**src/rtl/prover_v_update.sv**
```systemverilog
// Per-round V-table line restriction: v_tau[i] = v_0[i] + tau*(v_1[i]-v_0[i]) mod F_Q, one gate at a time.
// Optional PROVER_V_UPDATE_SKIPZERO_EN skips the multiply when v_1[i]==v_0[i].
`ifndef F_NBITS
`define F_NBITS 16
`endif
`ifndef F_Q
`define F_Q 65521
`endif

module prover_v_update #(
  parameter int unsigned ngates = 8
) (
  input  logic                              clk,
  input  logic                              rst,
  input  logic                              en,
  input  logic                              restart,
  input  logic [`F_NBITS-1:0]               tau,
  input  logic [ngates-1:0][`F_NBITS-1:0]   v_0,
  input  logic [ngates-1:0][`F_NBITS-1:0]   v_1,
  output logic                              ready,
  output logic                              ready_pulse,
  output logic [ngates-1:0][`F_NBITS-1:0]   v_tau
);

  localparam int unsigned W    = `F_NBITS;
  localparam int unsigned IdxW = (ngates > 1) ? $clog2(ngates) : 1;
  localparam int unsigned CntW = (W > 1) ? $clog2(W) : 1;
  localparam logic [W-1:0] Q   = W'(`F_Q);

  localparam logic [1:0] StIdle = 2'd0;
  localparam logic [1:0] StSub  = 2'd1;
  localparam logic [1:0] StMul  = 2'd2;
  localparam logic [1:0] StAdd  = 2'd3;

  function automatic logic [W-1:0] mod_add(input logic [W-1:0] a, input logic [W-1:0] b);
    logic [W:0] s;
    s = {1'b0, a} + {1'b0, b};
    if (s >= {1'b0, Q}) s = s - {1'b0, Q};
    return s[W-1:0];
  endfunction

  function automatic logic [W-1:0] mod_sub(input logic [W-1:0] a, input logic [W-1:0] b);
    logic [W-1:0] r;
    r = a - b;
    if (a < b) r = r + Q;
    return r;
  endfunction

  logic [1:0]                      state_q, state_d;
  logic [W-1:0]                    tau_q, tau_d;
  logic [IdxW-1:0]                 idx_q, idx_d;
  logic [CntW-1:0]                 cnt_q, cnt_d;
  logic [W-1:0]                    acc_q, acc_d;
  logic [W-1:0]                    d_q, d_d;
  logic [ngates-1:0][W-1:0]        v_tau_q, v_tau_d;
  logic                            ready_q, ready_d;
  logic                            ready_pulse_q, ready_pulse_d;
  logic [W-1:0]                    dbl;
  logic                            last_gate;

  assign last_gate = (idx_q == IdxW'(ngates - 1));

  always_comb begin
    state_d       = state_q;
    tau_d         = tau_q;
    idx_d         = idx_q;
    cnt_d         = cnt_q;
    acc_d         = acc_q;
    d_d           = d_q;
    v_tau_d       = v_tau_q;
    ready_d       = ready_q;
    ready_pulse_d = 1'b0;
    dbl           = mod_add(acc_q, acc_q);

    case (state_q)
      StIdle: begin
        if (en) begin
          tau_d   = tau;
          idx_d   = '0;
          ready_d = 1'b0;
          state_d = StSub;
        end
      end
      StSub: begin
        d_d     = mod_sub(v_1[idx_q], v_0[idx_q]);
        acc_d   = '0;
        cnt_d   = CntW'(W - 1);
`ifdef PROVER_V_UPDATE_SKIPZERO_EN
        // Zero slope: acc stays 0 so the add stage just copies v_0.
        state_d = (v_1[idx_q] == v_0[idx_q]) ? StAdd : StMul;
`else
        state_d = StMul;
`endif
      end
      StMul: begin
        // MSB-first double-and-add over the latched challenge.
        acc_d = tau_q[cnt_q] ? mod_add(dbl, d_q) : dbl;
        if (cnt_q == '0) state_d = StAdd;
        else             cnt_d   = cnt_q - CntW'(1);
      end
      StAdd: begin
        v_tau_d[idx_q] = mod_add(acc_q, v_0[idx_q]);
        if (last_gate) begin
          ready_d       = 1'b1;
          ready_pulse_d = 1'b1;
          state_d       = StIdle;
        end else begin
          idx_d   = idx_q + IdxW'(1);
          state_d = StSub;
        end
      end
      default: state_d = StIdle;
    endcase

    // Abort from any busy state; wins over the last-gate completion.
    if (state_q != StIdle && en && restart) begin
      tau_d         = tau;
      idx_d         = '0;
      ready_d       = 1'b0;
      ready_pulse_d = 1'b0;
      state_d       = StSub;
    end
  end

  always_ff @(posedge clk or posedge rst) begin
    if (rst) begin
      state_q       <= StIdle;
      tau_q         <= '0;
      idx_q         <= '0;
      cnt_q         <= '0;
      acc_q         <= '0;
      d_q           <= '0;
      v_tau_q       <= '0;
      ready_q       <= 1'b0;
      ready_pulse_q <= 1'b0;
    end else begin
      state_q       <= state_d;
      tau_q         <= tau_d;
      idx_q         <= idx_d;
      cnt_q         <= cnt_d;
      acc_q         <= acc_d;
      d_q           <= d_d;
      v_tau_q       <= v_tau_d;
      ready_q       <= ready_d;
      ready_pulse_q <= ready_pulse_d;
    end
  end

  assign ready       = ready_q;
  assign ready_pulse = ready_pulse_q;
  assign v_tau       = v_tau_q;

endmodule
```
**config.mk**
```make
export PLATFORM = sky130hd
export DESIGN_NAME = prover_v_update
export DESIGN_NICKNAME = d
export VERILOG_FILES = /design/src/rtl/prover_v_update.sv
export SDC_FILE = /design/constraint.sdc
export NUM_CORES = 1
export LEC_CHECK = 0
export ABC_AREA = 1
export ABC_CLOCK_PERIOD_IN_PS = 9200
export CELL_PAD_IN_SITES_DETAIL_PLACEMENT = 0
export CELL_PAD_IN_SITES_GLOBAL_PLACEMENT = 1
export CORE_MARGIN = 2
export CORE_UTILIZATION = 37
export CTS_BUF_LIST = sky130_fd_sc_hd__clkbuf_4
export DETAILED_ROUTE_END_ITERATION = 8
export PLACE_DENSITY = 0.95
export SYNTH_ARGS = -nofsm -noshare
export SYNTH_HDL_FRONTEND = slang
export SYNTH_SLANG_ARGS = --single-unit
export TNS_END_PERCENT = 30
```
**constraint.sdc**
```tcl
create_clock -name clk -period 9.2 [get_ports clk]
set_input_delay 1.38 -clock clk [delete_from_list [all_inputs] [get_ports clk]]
set_output_delay 1.38 -clock clk [all_outputs]
set_load 0.1 [all_outputs]
```
==> out/metrics.sh <==
RESULT_OF_THE_RUN='complete, no violations'
FLOORPLAN.IO_PINS=406
SETUP.WORST_PATH.END_CLASS='register'
CRIT_PATH_FREQUENT_CELL='nand2_1'
POST_CTS_HOLD_BUFFER_COUNT=0
PLACEMENTROWS=72
TRITONCTS='yes'
CTS_BUFFER_DEPTH=2
NUMBER_OF_ANTENNA_VIOLATIONS_AT_THE_FIRST_CHECK_IN_GLOBAL_ROUTING=3
FRACTION_OF_THE_YOSYS_AREA_TAKEN_BY_SEQUENTIAL_CELLS=0.3262
VIAS_PER_CELL=5.110
SEQ_POWER_SHARE=0.183
ANT_NETS=0
IO_BUFFERS=405
SHARE_OF_LAYOUT_CELLS_ABOVE_DRIVE_STRENGTH_1=0.04579
CHIPHEIGHT_UM=200.9
YOSYS.CELL_TYPES.COUNT=47
HOLD_VIOL=0
WORSTSETUPSTARTPOINT='idx_q[0]'
FIN_TOTAL_PWR_mW=7.349
FINALNETCOUNT=2906
MAX_CAP_VIOL_COUNT=0
CLKSINKCOUNT=187
RELSLEWSLACK=0.2843
START_UTIL=0.3730
CTS_SETUP_BUFFERS=0
POWER.CLOCK.FRACTION=0.067
ASYNC_FLOP_SHARE=1.000
CORE_AREA_UM2=38470
TIMING.FINAL.CRIT_SHARE=0.5750
HTREE_LEVELS=4
CLOCK_EDGE_TRANSITION_AT_THE_REGISTERS_ON_THE_REPORTED_SETUP_AND_HOLD_PATHS_NS=0.19
FLOORPLAN.DIE_AREA_UM2=40360
ROUTE.VIAS.TOTAL=15830
ROUTABILITYCONGESTION=0.9557
SYN-CELL-AREA_UM2=14350
FIN_TNS_SETUP_NS=0
TIMING.SETUP.CRITICAL_PATH_CLASS='reg -> reg'
FINAL_HPWL_FROM_DETAILED_PLACEMENT_UM=45020
HOLD_PATH.CLASS='reg -> reg'
TIMING.FMAX_MHz=189.0
ROUTE.DETAILED.WL_PER_INST_UM=18.02
CTS_RESIZED=0
NUMBER_OF_SLEW_LIMIT_VIOLATIONS_IN_THE_FINAL_REPORT=0
HOLD_WS_NS=0.5021
SHARE_OF_TOTAL_POWER_IN_COMBINATIONAL_LOGIC=0.750
SYN_INST=2196
DR_PASS1_ITERATIONS=7
TIMING.CRITICAL_PATH.FANOUT_MAX=83
SYNTH.NET_COUNT=2538
DP_CELLS=3063
GRT_PASS1_WL_UM=86370
WORSTPATHCELLLIST='inv_4, buf_4, nor2_1, o2111ai_1, ha_1, fa_1, nand3_1, nand2_2, xor2_2, nand2_2, nor2_1, nand4_1, nor2_2, nand3_4, nand3_4, nand2_1, nand2_1, nand2_1, nand2_1'
TIMING.FINAL.SETUP_VIOLATIONS=0
PSW_mW=4.586
SETUP_WS_NS=3.910
ROUTED_WIRELENGTH_UM=55830
STATIC_LEAKAGE_nW=9.190
CTS-BUFFERS-INSERTED=17
WORSTMARGINPINSLEW_NS=1.070
FFS_LATCHES_SYNTH=187
SYN-MEAN-INSTANCE-AREA_UM2=6.533
CRITPATHREQUIREDTIME_NS=9.75
SYNTH-WARNING-COUNT=0
MAX_CLOCK_SKEW_NS=0.03615
POWER_PER_CELL_AREA_nW_PER_UM2=382.8
ROUTE.DETAILED.DRC=0
FINALWORSTPATHREQUIREDPERIOD_NS=5.290
FIN_CELLS=3098
SYNTH_TOP_FLOP_CELL='dfrtp_1'
CRITICAL_PATH.MAX_STAGE_DELAY_NS=0.70
RSZ0062_AT_GRT='no'
GRT_OVERFLOW=0
HP-START='v_tau[4]'
SYN2LAYOUT_AREA_GROWTH_PCT=33.83
CTS_ROOT_BUF='clkbuf_4'
CRIT-REG2REG-LAUNCH='idx_q[0]'
DR.FIRST_ITER.DRC_COUNT=954
GRT_MAX_DEGREE=96
WORST_SKEW_PAIR.LATE_LATENCY_NS=0.61
SETUP.WORST_PATH.START_CLASS='register'
INTERNAL_POWER_CONSUMPTION_mW=2.763
FIRST_GLOBAL_VIAS=15640
P_SW_FRAC=0.6240
GRT.TOTAL_USAGE=0.2731
SLOWEST_STAGE='dfrtp_4'
NUMBER_OF_FLOPS_MAPPED_TO_ENABLE_CELLS_BY_YOSYS=0
ARRIVAL_TIME_REPORTED_FOR_THE_CRITICAL_PATH_ENDPOINT_NS=5.84
PLACEMENT.SETUP.WORST_SLACK_NS=3.690
MAX-VDD-IR-DROP_V=0.0001866
DIE_X_UM=200.9
==> power groups by stage <==
stage          combinational, mW  clock [mW]  sequential [mW]
3_5_place_dp                5.50           0             1.35
3_3_place_gp                5.44           0             1.35
4_1_cts                     5.51       0.504             1.34
6_report                    5.51       0.494             1.34
2_1_floorplan               2.82           0             2.52
5_1_grt                     6.01       0.533             1.38
==> state kept, by name (all words and copies together) (netlist names), 2 cells and up <==
signal,count
d_q,16
tau_q,16
idx_q,3
acc_q,16
state_q,2
v_tau,128
cnt_q,4
==> metrics by stage <==
step / area [um^2] / utilization
2_1_floorplan: 14350 / -
3_3_place_gp: 18870 / 0.4905
3_5_place_dp: 18870 / 0.4905
4_1_cts: 19190 / 0.4989
5_1_grt: 19200 / 0.4991
6_report: 19200 / 0.4991
==> critical path, delay by kind of cell (launching register included) <==
kind / cells / cell delay (ns)
XOR/XNOR: 1 / 0.30
AND/OR/NAND/NOR: 13 / 2.05
adder cells (fa/ha/maj): 2 / 0.57
AO/OA/AOI/OAI: 1 / 0.48
flip-flops: 1 / 0.70
buffers and inverters: 2 / 1.05
==> final timing paths <==
kind,depth (start not counted),end,slack (ns)
max,19,v_tau[68],3.91
min,2,v_tau[4],0.50
max reg2reg,19,v_tau[68],3.91
min reg2reg,2,v_tau[4],0.50
max in group asynchronous,4,v_tau[123],6.01
min in group asynchronous,2,tau_q[6],1.17
==> Yosys cell counts, drive strengths merged (5+ instances only) <==
cell / count / share of area
nor2: 362 / 0.096
nand4: 57 / 0.025
xnor2: 12 / 0.0073
o21ai: 171 / 0.060
mux2: 16 / 0.013
dfrtp: 187 / 0.33
ha: 63 / 0.055
nand3b: 8 / 0.0042
buf: 15 / 0.0065
inv: 171 / 0.045
nand2: 792 / 0.22
nor3: 12 / 0.0042
o22ai: 5 / 0.0022
o2111ai: 16 / 0.0098
a21oi: 57 / 0.021
clkbuf: 56 / 0.015
nand3: 113 / 0.043
clkinv: 6 / 0.0016
xor2: 43 / 0.027
==> area by class of cell <==
cell class,count,area (um^2)
fillers,3984,19270
multi-input cells,1761,8700
flip-flops and latches,187,4683
repair buffers,420,4167
inverters,177,671.9
well taps,518,648.1
clock inverters,15,195.2
clock buffers,17,127.6
diodes,3,7.507
==> logic make-up after synthesis <==
family          share of synthesized area
compound gates                     0.1057
mux                               0.01256
flops                              0.3262
buf+inv                           0.06742
xor+xnor                          0.03462
simple gates                       0.3944
fa+ha+maj                         0.05913
==> placed cells by master (no fill, tap or decap), types with 5 or more instances in the layout <==
cell | Yosys | final
a21oi_1 | 55 | 55
clkinv_1 | 6 | 6
nand2_1 | 762 | 762
nor2_1 | 353 | 353
clkinv_8 | 0 | 6
nor2_2 | 9 | 9
xnor2_1 | 12 | 12
o2111ai_1 | 16 | 16
nand2_2 | 12 | 12
buf_4 | 2 | 15
clkbuf_4 | 0 | 17
mux2_2 | 16 | 16
inv_1 | 170 | 168
nand4_1 | 57 | 57
dfrtp_1 | 187 | 186
o22ai_1 | 5 | 5
xor2_1 | 41 | 41
nand3_1 | 107 | 107
nand2_4 | 18 | 18
ha_1 | 63 | 63
nand3b_1 | 8 | 8
o21ai_0 | 169 | 169
nor3_1 | 12 | 12
clkdlybuf4s50_1 | 0 | 405
==> layer usage <==
metal / vias up / global-route usage / wire, um
li1: 7792 / - / -
met1: 7406 / 0.3430 / 23620
met2: 531 / 0.4652 / 26270
met3: 102 / 0.04156 / 3481
met4: 0 / 0.1190 / 2450
met5: - / 0 / 0
No activity file was read; power rests on OpenSTA's default activity.
